**config.mk**
```make
export PLATFORM = sky130hd
export DESIGN_NAME = wb_shared_bus
export DESIGN_NICKNAME = d
export VERILOG_FILES = /design/src/rtl/wb_shared_bus.sv
export SDC_FILE = /design/constraint.sdc
export NUM_CORES = 1
export LEC_CHECK = 0
export BUFFER_PORTS_ARGS = -buffer_cell sky130_fd_sc_hd__buf_2
export CORE_AREA = 8 8 282 284
export CTS_CLUSTER_SIZE = 10
export DETAILED_ROUTE_END_ITERATION = 8
export DIE_AREA = 0 0 290 292
export PLACE_DENSITY = 0.37
export SLEW_MARGIN = 10
export SYNTH_ARGS = -nofsm -noshare
export SYNTH_HDL_FRONTEND = slang
export SYNTH_SLANG_ARGS = --single-unit
```
**constraint.sdc**
```tcl
create_clock -name clk_i -period 4.82 [get_ports clk_i]
set_input_delay 0.482 -clock clk_i [delete_from_list [all_inputs] [get_ports clk_i]]
set_output_delay 0.482 -clock clk_i [all_outputs]
set_load 0.05 [all_outputs]
```
**src/rtl/wb_shared_bus.sv**
```systemverilog
// Shared Wishbone B4 pipelined bus: NM masters round-robin onto NS slaves, one beat in flight system-wide.
// Latency: 1-cycle grant, request/response pass combinationally; backpressure: slave STALL reaches the granted master, all others stalled.
module wb_shared_bus #(
    parameter int               NM         = 2,
    parameter int               NS         = 5,
    parameter int               AW         = 32,
    parameter int               DW         = 32,
    parameter logic [NS*AW-1:0] SLAVE_ADDR = '0,
    parameter logic [NS*AW-1:0] SLAVE_MASK = '0,
    parameter int               TIMEOUT    = 1023
) (
    input  logic                 clk_i,
    input  logic                 rst_i,
    input  logic [NM-1:0]        m_cyc_i,
    input  logic [NM-1:0]        m_stb_i,
    input  logic [NM-1:0]        m_we_i,
    input  logic [NM*AW-1:0]     m_adr_i,
    input  logic [NM*DW-1:0]     m_dat_i,
    input  logic [NM*DW/8-1:0]   m_sel_i,
    output logic [NM-1:0]        m_ack_o,
    output logic [NM-1:0]        m_err_o,
    output logic [NM-1:0]        m_stall_o,
    output logic [NM*DW-1:0]     m_dat_o,
    output logic [NS-1:0]        s_cyc_o,
    output logic [NS-1:0]        s_stb_o,
    output logic [NS-1:0]        s_we_o,
    output logic [NS*AW-1:0]     s_adr_o,
    output logic [NS*DW-1:0]     s_dat_o,
    output logic [NS*DW/8-1:0]   s_sel_o,
    input  logic [NS-1:0]        s_ack_i,
    input  logic [NS-1:0]        s_err_i,
    input  logic [NS-1:0]        s_stall_i,
    input  logic [NS*DW-1:0]     s_dat_i
);
    localparam int SW = DW / 8;
    localparam int GW = (NM > 1) ? $clog2(NM) : 1;
    localparam int KW = (NS > 1) ? $clog2(NS) : 1;
    localparam int TW = (TIMEOUT > 0) ? $clog2(TIMEOUT + 1) : 1;

    typedef enum logic [1:0] {S_IDLE, S_ISSUE, S_WAIT} state_t;

    state_t        state_q, state_d;
    logic [GW-1:0] gnt_q, gnt_d;
    logic [GW-1:0] rr_q, rr_d;
    logic [KW-1:0] sidx_q, sidx_d;
    logic [TW-1:0] timer_q, timer_d;

    logic          g_cyc, g_stb, g_we;
    logic [AW-1:0] g_adr;
    logic [DW-1:0] g_dat;
    logic [SW-1:0] g_sel;

    logic          dec_hit;
    logic [KW-1:0] dec_idx;
    logic [KW-1:0] ksel;
    logic          k_ack, k_err, k_stall;
    logic [DW-1:0] k_dat;

    logic [NM-1:0] req;
    logic          pick_vld;
    logic [GW-1:0] pick;
    logic [GW-1:0] rr_nxt;

    assign g_cyc = m_cyc_i[gnt_q];
    assign g_stb = m_stb_i[gnt_q];
    assign g_we  = m_we_i[gnt_q];
    assign g_adr = m_adr_i[gnt_q*AW +: AW];
    assign g_dat = m_dat_i[gnt_q*DW +: DW];
    assign g_sel = m_sel_i[gnt_q*SW +: SW];

    // Descending scan so the lowest-index matching slave is the last writer and wins.
    always_comb begin
        dec_hit = 1'b0;
        dec_idx = '0;
        for (int i = NS - 1; i >= 0; i--) begin
            if ((g_adr & SLAVE_MASK[i*AW +: AW]) == SLAVE_ADDR[i*AW +: AW]) begin
                dec_hit = 1'b1;
                dec_idx = KW'(i);
            end
        end
    end

    // Once a beat is accepted the slave is latched, so the master may change ADR while waiting.
    assign ksel    = (state_q == S_WAIT) ? sidx_q : dec_idx;
    assign k_ack   = s_ack_i[ksel];
    assign k_err   = s_err_i[ksel];
    assign k_stall = s_stall_i[ksel];
    assign k_dat   = s_dat_i[ksel*DW +: DW];

    assign s_we_o  = {NS{g_we}};
    assign s_adr_o = {NS{g_adr}};
    assign s_dat_o = {NS{g_dat}};
    assign s_sel_o = {NS{g_sel}};
    assign m_dat_o = {NM{k_dat}};

    assign req    = m_cyc_i & m_stb_i;
    assign rr_nxt = GW'((int'(gnt_q) + 1) % NM);

    always_comb begin
        pick_vld = 1'b0;
        pick     = '0;
        for (int i = 0; i < NM; i++) begin
            if (!pick_vld && req[(int'(rr_q) + i) % NM]) begin
                pick_vld = 1'b1;
                pick     = GW'((int'(rr_q) + i) % NM);
            end
        end
    end

    always_comb begin
        state_d   = state_q;
        gnt_d     = gnt_q;
        rr_d      = rr_q;
        sidx_d    = sidx_q;
        timer_d   = timer_q;
        m_ack_o   = '0;
        m_err_o   = '0;
        m_stall_o = '1;
        s_cyc_o   = '0;
        s_stb_o   = '0;
        case (state_q)
            S_IDLE: begin
                if (pick_vld) begin
                    gnt_d   = pick;
                    state_d = S_ISSUE;
                end
            end
            S_ISSUE: begin
                if (!g_cyc) begin
                    state_d = S_IDLE;
                    rr_d    = rr_nxt;
                end else if (g_stb) begin
                    if (dec_hit) begin
                        s_cyc_o[dec_idx] = 1'b1;
                        s_stb_o[dec_idx] = 1'b1;
                        m_stall_o[gnt_q] = k_stall;
                        if (!k_stall) begin
                            state_d = S_WAIT;
                            sidx_d  = dec_idx;
                            timer_d = '0;
                        end
                    end else begin
                        m_stall_o[gnt_q] = 1'b0;
                        m_err_o[gnt_q]   = 1'b1;
                    end
                end
            end
            S_WAIT: begin
                if (!g_cyc) begin
                    state_d = S_IDLE;
                    rr_d    = rr_nxt;
                end else begin
                    s_cyc_o[sidx_q] = 1'b1;
                    timer_d         = timer_q + 1'b1;
                    if (k_err) begin
                        m_err_o[gnt_q] = 1'b1;
                        state_d        = S_ISSUE;
                    end else if (k_ack) begin
                        m_ack_o[gnt_q] = 1'b1;
                        state_d        = S_ISSUE;
                    end else if ((TIMEOUT != 0) && (timer_q == TW'(TIMEOUT))) begin
                        // Hung slave: fail the beat and pull CYC so any late ACK lands while idle.
                        m_err_o[gnt_q]  = 1'b1;
                        s_cyc_o[sidx_q] = 1'b0;
                        state_d         = S_IDLE;
                        rr_d            = rr_nxt;
                    end
                end
            end
            default: state_d = S_IDLE;
        endcase
    end

    always_ff @(posedge clk_i) begin
        if (rst_i) begin
            state_q <= S_IDLE;
            gnt_q   <= '0;
            rr_q    <= '0;
            sidx_q  <= '0;
            timer_q <= '0;
        end else begin
            state_q <= state_d;
            gnt_q   <= gnt_d;
            rr_q    <= rr_d;
            sidx_q  <= sidx_d;
            timer_q <= timer_d;
        end
    end
endmodule

```
After elaboration in Yosys (flattened, before gate mapping)
Cells that the tools add are included.

word-level totals
  bits in registers = 14
  input port bits = 319
  output and inout port bits = 425
  word-level logic and storage cells = 99

cells by class
  $add $sub $neg = 3
  magnitude comparators = 4
  eq/ne operators = 15
  shifts and indexed selects = 3
  muxes and demuxes = 57
  bitwise operators = 4
  reductions and logical operators = 9

operators with widths
  operator               number
  $shiftx 64x7->32       2
  $mux 10                4
  $mux 2                 20
  $mux 1                 27
  $pmux 10 s2            1
  $ne 2x2->1 const B     6
  $ne 3x3->1 const B     4
  $add 10x1->10 const B  1
  $eq 10x10->1 const B   1
  $pmux 5 s2             1
  $reduce_and 5->1       2
  $shiftx 8x4->4         1
  $pmux 2 s3             1
  $mux 5                 1
  $ne 5x4->1 const B     1
  $lt 1x2->1 const B     2
  $reduce_and 4->1       1
  $lt 2x3->1 const B     1
  $ne 3x2->1 const B     1
  $add 1x1->1 const B    2
  $and 2x2->2            1
  $eq 2x1->1 const B     1
  $eq 2x2->1 const B     1
  $logic_and 1x1->1      2
  10 further kinds       10

Depth between registers and ports, before layout
Gate-level depths: netlist (run 1).

  word-level depth = 9
  gate-level depth with buffers = 6
  gate-level depth less buffers = 6

Least setup slack after synthesis (run 1)
Ideal clock, no wire load.

  path type = register to output
  start point = register gnt_q
  end point = output s_cyc_o[0]
  arrival = 2052 ps
  data required time = 4338 ps
  path slack = 2286 ps
  stages on the path, launching flop included = 5
  path buffers = 0
  path through = dfxtp_1 > mux2_2 > nand2_1 > nor2_1 > o21a_1

between the ends
  longest elaborated chain between the ends = 5
  elaborated cells on any way between the ends = 8
  those cells by class = 8 x mux

RTL lines
  what                                        RTL line  source
  start, declared                             43        logic [GW-1:0] gnt_q, gnt_d;
  start signal, assigned                      183       gnt_q <= gnt_d;
  $mux 1 (implied by the code) (2 in series)  65        assign g_stb = m_stb_i[gnt_q];
  $mux 1                                      132       end else if (g_stb) begin
  $mux 1                                      129       if (!g_cyc) begin
  $pmux 5 s2 *                                121       case (state_q)
  end, declared                               24        output logic [NS-1:0] s_cyc_o,

Mark *: on every way between the ends. The rest lies on a longest branch, timed or not. The select of a mux whose other input is x is not followed.

Worst setup path in the final report (run 1)
Ends and elaborated chain as after synthesis.

==> results of run 1 <==
[path summary, 6_finish.rpt]
check	start	endpoint	slack, ns	cells after the start
min	rst_i	state_q[1]$_SDFFE_PP0P_	0.48	2
max reg2reg	gnt_q$_SDFFE_PP0P_	state_q[0]$_SDFFE_PP0P_	2.49	6
min reg2reg	timer_q[8]$_SDFFE_PP0P_	timer_q[8]$_SDFFE_PP0P_	0.48	2
max	gnt_q$_SDFFE_PP0P_	s_cyc_o[0]	2.06	6
[final cells by class]
cell class	instances	area [sq um]	share of cell area, %
Inverter	5	18.8	0.336
Sequential cell	14	284	5.09
Clock buffer	4	88.8	1.59
Multi-Input combinational cell	168	1450	26.0
Tap cell	978	1220	21.9
Timing Repair Buffer	500	2520	45.1
[cell usage after synthesis (3+ instances only)]
cell type | number | area share, %
a21oi_1 | 9 | 1.0
buf_4 | 349 | 60
clkbuf_1 | 7 | 0.60
dfxtp_1 | 14 | 6.4
ha_1 | 5 | 1.4
inv_1 | 5 | 0.43
mux2_2 | 70 | 18
mux2i_1 | 3 | 0.68
nand2_1 | 8 | 0.68
nand3_1 | 5 | 0.57
nand4_1 | 4 | 0.57
nor2_1 | 11 | 0.94
o211ai_1 | 4 | 0.68
o21ai_0 | 5 | 0.57
o31ai_1 | 3 | 0.51
or3_1 | 3 | 0.43
or4_1 | 3 | 0.51
[sequential cells by signal (all words and copies together), names as in the netlist]
register and count:
gnt_q 1, rr_q 1, state_q 2, timer_q 10
[worst max-delay path, stage by stage, from the launching register on]
cell and delay, ns:
dfxtp_4 0.69, buf_12 0.31, mux2_2 0.44, nand2_1 0.10, nor2_1 0.07, o21a_1 0.19
buf_2 0.21
[where the power goes]
group / internal [mW] / switching (mW) / total, mW
registers: 0.125 / 0.0216 / 0.146
logic: 0.330 / 1.34 / 1.67
clock network: 0.126 / 0.0479 / 0.174
[routing by layer]
metal  share of wire (%)  vias to the layer above
li1                    -                     1710
met1                  39                     1587
met2                  48                      341
met3                 9.2                       40
met4                 4.4                        0
met5                   0                        -
[metrics by stage]
stage	hold WS [ns]	util (%)
after floorplan	0.449	-
after global placement	0.474	7.31
after detailed placement	0.477	7.31
after CTS	0.482	7.42
after global routing	0.489	7.42
final	0.478	7.42
[cells by family (layout without fill, tap and decap cells)]
group	count (synthesis)	count (layout)	synth area share, %
other	1	8	0.0854
AOI/OAI and AO/OA	31	31	5.70
DFF	14	14	6.38
muxes	73	73	18.6
xor gates and xnor gates	3	3	0.598
adders and majority gates	5	5	1.42
and+or+nand+nor	48	48	5.98
buffers and inverters	363	509	61.2
[cell usage in the layout, fill, tap and decap left out, types with 2 or more instances in the layout]
cell type / netlist / layout
buf_2: 0 / 499
mux2_2: 70 / 70
dfxtp_1: 14 / 13
nor2_1: 11 / 11
a21oi_1: 9 / 9
nand2_1: 8 / 8
conb_1: 1 / 8
inv_1: 5 / 5
o21ai_0: 5 / 5
nand3_1: 5 / 5
ha_1: 5 / 5
nand4_1: 4 / 4
o211ai_1: 4 / 4
mux2i_1: 3 / 3
o31ai_1: 3 / 3
or4_1: 3 / 3
or3_1: 3 / 3
clkbuf_16: 0 / 3
nor2b_1: 2 / 2
or2_2: 2 / 2
nor4_1: 2 / 2
o2111ai_1: 2 / 2
xor2_1: 2 / 2
==> results.md, run 1 <==
- DP Worst Slack: 2.22 ns
- Worst Setup End Kind: output port
- Layout filler cell count: roughly 8.8k
- Max clock buf depth: 2
- Vias per inst: roughly 2.2
- Cell Rows: 101
- Tightest Pin Transition: 0.655 ns
- M3 GR Usage: 1.53%
- Post-Route Setup TNS: 0 ns
- Met1 Use GR: 4.66%
- DRT Pass-1 Iters: 4
- Critical Path Source Type: flip-flop
- Final Wtd Congestion: 0.772
- Io pins: 744
- Clock tree sinks: 14
- Dpl hpwl: 18500 um
- Final number of hold-violating endpoints: 0
- Final net count: 1016
- LEAKAGE: 2.60 nW
- Global Route met2 Usage: about 7.3%
- Slew headroom: between 50 and 60%
- Die Area: 84700 sq um
- Overflow after GRT: 0
- Min cycle time layout: roughly 2.8 ns
- Detail Route Antenna Nets: 0
- Via count: 3678
- Fin crit share: 57.3%
- WL per Instance: 12.0 um
- Clock Skews: 0.00322 ns
- CTS root buffer: clkbuf_16
- Die Y: 292 um
- Vias in the first global route: 3971
- Cells after synthesis: 538
- Hold Crit Class: input port to flip-flop
- Max-cap viol count: 0
- Syn_area_per_cell: roughly 8 sq um
- Fmax: 362 MHz
- Core area: 75200 sq um
- Tot Pwr: 1.99 mW
- Final Max Slew Viols: 0
- 1st-iter DRT viols: between 60 and 70
- Distinct cells, synth: 41
- Drc violations: 0
- Outcome: complete, no violations
- Synth warnings: 0
- # H-tree levels: 1
- Worst VDD drop: 0.000143 V
- Setup ws final: between 2 and 2.5 ns
- Post-Layout Cell Count: 1669
- CTS tree: yes
- # setup viols final: 0
- Yosys reg bits: 14
- Hold Buf Count CTS: 0
- Post-synth top flop: dfxtp_1
- Worst setup path category: flip-flop to output port
- Placed Area: 5490 sq um
- Worst skew pair latency: 0.24 ns
- Crit path arrival time: 2.28 ns
- Initial core utilization: 5.84%
- Final Cell Area: 5580 sq um
- Most used routing layer: met2
- Routed wire length: around 20000 um
- Sequential fraction of the synthesis area: 6.38%
- PD cells: 356 nW/um^2
- Ys async rst share: 0%
- PostCTS Resize Cnt: 0
- Largest net degree at the start of global routing: 41
- Mapped Area: 4390 sq um
- Post-synth EDFFs: 0
- Required @ worst endpoint: ~4.3 ns
- Antenna diodes: 0
- Die W: 290 um
- Critical-path maximum fanout: 40
- Initial antenna violation count: 5
- Area delta synth->final: 27.1%
- CTS Buf Count: 3
- I/O Buffers: approximately 500
- First-pass GRT wire length: 27800 um
- Placed instance count: 1665
- RSZ-0062 raised after global routing: false
- Share of cells above drive strength 1: roughly 85%
- Post-CTS setup buffers: 0
- GR Util All Layers: 4.25%
- Clk slew on worst S/H paths: 0.05 ns
No activity file was read; power rests on OpenSTA's default activity.
==> run 2: changes to the inputs <==
--- a/config.mk
+++ b/config.mk
@@ -6,10 +6,10 @@
 export NUM_CORES = 1
 export LEC_CHECK = 0
 export BUFFER_PORTS_ARGS = -buffer_cell sky130_fd_sc_hd__buf_2
-export CORE_AREA = 8 8 282 284
+export CORE_AREA = 8 8 283 285
 export CTS_CLUSTER_SIZE = 10
 export DETAILED_ROUTE_END_ITERATION = 8
-export DIE_AREA = 0 0 290 292
+export DIE_AREA = 0 0 291 293
 export PLACE_DENSITY = 0.37
 export SLEW_MARGIN = 10
 export SYNTH_ARGS = -nofsm -noshare
==> constraint.sdc (replaced) <==
create_clock -name clk_i -period 2.6 [get_ports clk_i]
set_input_delay 0.26 -clock clk_i [delete_from_list [all_inputs] [get_ports clk_i]]
set_output_delay 0.26 -clock clk_i [all_outputs]
set_load 0.05 [all_outputs]
==> results.md, run 2 (synthesis results as in run 1) <==
- Layout filler cell count: 8849 (+0.28%)
- 1st-iter DRT viols: 57 (-14%)
- Final Max Slew Viols: 0 (unchanged)
- Worst setup path category: flip-flop to output port
- Clock tree sinks: 14 (unchanged)
- DRT Pass-1 Iters: 6 (+2)
- DP Worst Slack: 0.633 ns (-1.59 ns)
- Vias per inst: 2.22 (+0.57%)
- Final Wtd Congestion: 0.800 (+3.6%)
- # setup viols final: 0 (unchanged)
- Commonest non-fill, non-tap cell in the layout: buf_2
- Post-Route Setup TNS: 0 ns (unchanged)
- Die W: 291 um (+0.34%)
- Die Area: 85300 sq um (+0.69%)
- Largest registers: timer_q: 10 flops, state_q: 2 flops
- Outcome: complete, no violations
- GR Util All Layers: 3.65% (-0.60 points)
- First-pass GRT wire length: 25100 um (-9.9%)
- Max-cap viol count: 0 (unchanged)
- PostCTS Resize Cnt: 0 (unchanged)
- Max reg flops: 10 (unchanged)
- CTS tree: yes
- Util after Layout: 7.46% (+0.035 points)
- Fin crit share: about 83%
- CTS root buffer: clkbuf_16
- LEAKAGE: 2.62 nW (+0.94%)
- Required @ worst endpoint: 2.34 ns (-2.00 ns)
- Drc violations: 0 (unchanged)
- PD cells: 654 nW/um^2 (+83%)
- Hold Crit Class: input port to flip-flop
- Max clock buf depth: 2 (unchanged)
- Dpl hpwl: 16600 um (-11%)
- Area delta synth->final: 28.1%
- Critical-path maximum fanout: 22 (-45%)
- Largest Register: timer_q
- Critical Path Source Type: flip-flop
- CTS Buf Count: 3 (unchanged)
- # H-tree levels: 1 (unchanged)
- Detail Route Antenna Nets: 0 (unchanged)
- Setup ws final: 0.447 ns (-1.61 ns)
- RSZ-0062 raised after global routing: false
- Share of cells above drive strength 1: 85.0% (+0.087 points)
- WL per Instance: 10.7 um (-11%)
- Largest net degree at the start of global routing: 23 (-44%)
- Clock Skews: 0.00117 ns (-0.00205 ns)
- Worst skew pair latency: 0.24 ns (about the same)
- Worst Setup End Kind: output port
- Post-CTS setup buffers: 0 (unchanged)
- Initial core utilization: 5.82% (-0.020 points)
- Initial antenna violation count: 3 (-2)
- Core area: 75400 sq um (+0.34%)
- Clk slew on worst S/H paths: 0.05 ns (about the same)
- Final number of hold-violating endpoints: 0 (unchanged)
- Routed wire length: 17900 um (-10%)
- Overflow after GRT: 0 (unchanged)
- Vias in the first global route: 4105 (+3.4%)
- Final net count: 1020 (+0.39%)
- Die Y: 293 um (+0.34%)
- Io pins: 744 (unchanged)
- Min cycle time layout: 2.15 ns
- Worst VDD drop: 0.000250 V (+75%)
- Crit path arrival time: 1.89 ns (-0.39 ns)
- I/O Buffers: 499 (unchanged)
- Most frequent cells in the layout: 499 x buf_2, 70 x mux2_2, 13 x dfxtp_1, 11 x nor2_1, 9 x a21oi_1
- Cell Rows: 101 (unchanged)
- Via count: 3710 (+0.87%)
- Fmax: 464 MHz
- Hold Buf Count CTS: 0 (unchanged)
[run 2: changes by cell type in the layout (fill, tap and decap cells not counted), sizes merged]
cell   change
buf        +4
diode      +1
[run 2: final timing paths]
path                                start                 endpoint  slack, ns  depth (start not counted)
hold reg to reg   timer_q[8]$_SDFFE_PP0P_  timer_q[8]$_SDFFE_PP0P_       0.48                          2
hold / removal                      rst_i       gnt_q$_SDFFE_PP0P_       0.26                          2
setup reg to reg  state_q[0]$_SDFFE_PP0P_  timer_q[5]$_SDFFE_PP0P_       0.68                          6
setup / recovery       gnt_q$_SDFFE_PP0P_               s_cyc_o[0]       0.45                          5
[run 2: critical path: stages (launching register included)]
cell and delay (ns):
dfxtp_4 0.59, buf_12 0.23, mux2i_1 0.29, nor2_1 0.11, o21a_1 0.20, buf_2 0.21
[run 2: layout make-up]
cell class / count / area [sq um] / share of cell area [%]
timing repair buffer: 504 / 2560 / 45.5
multi-input combinational: 168 / 1450 / 25.8
tap: 978 / 1220 / 21.7
sequential: 14 / 284 / 5.05
clock buffer: 4 / 88.8 / 1.58
inverter: 5 / 18.8 / 0.333
antenna: 1 / 2.50 / 0.0445
[run 2: layer usage]
metal | vias up | GRT usage [%] | share of wire (%)
met5 | - | 0 | 0
li1 | 1721 | - | -
met2 | 341 | 6.68 | 49
met1 | 1606 | 3.55 | 36
met4 | 0 | 1.37 | 3.6
met3 | 42 | 1.77 | 11
[run 2: where the power goes]
group	internal [mW]	switching (mW)
sequential	0.231	0.0298
combinational	0.623	2.47
clock	0.234	0.0964
[run 2: stage by stage]
| stage | total power, mW | instance area, sq um | hold slack, ns | instances |
|---|---|---|---|---|
| after global routing | 3.83 | 5630 | 0.281 | 1673 |
| after floorplan | 3.49 | 4420 | 0.329 | 545 |
| final | 3.68 | 5630 | 0.260 | 1674 |
| after CTS | 3.73 | 5630 | 0.265 | 1673 |
| after detailed placement | 3.39 | 5540 | 0.474 | 1669 |
| after global placement | 3.40 | 5540 | 0.482 | 1669 |
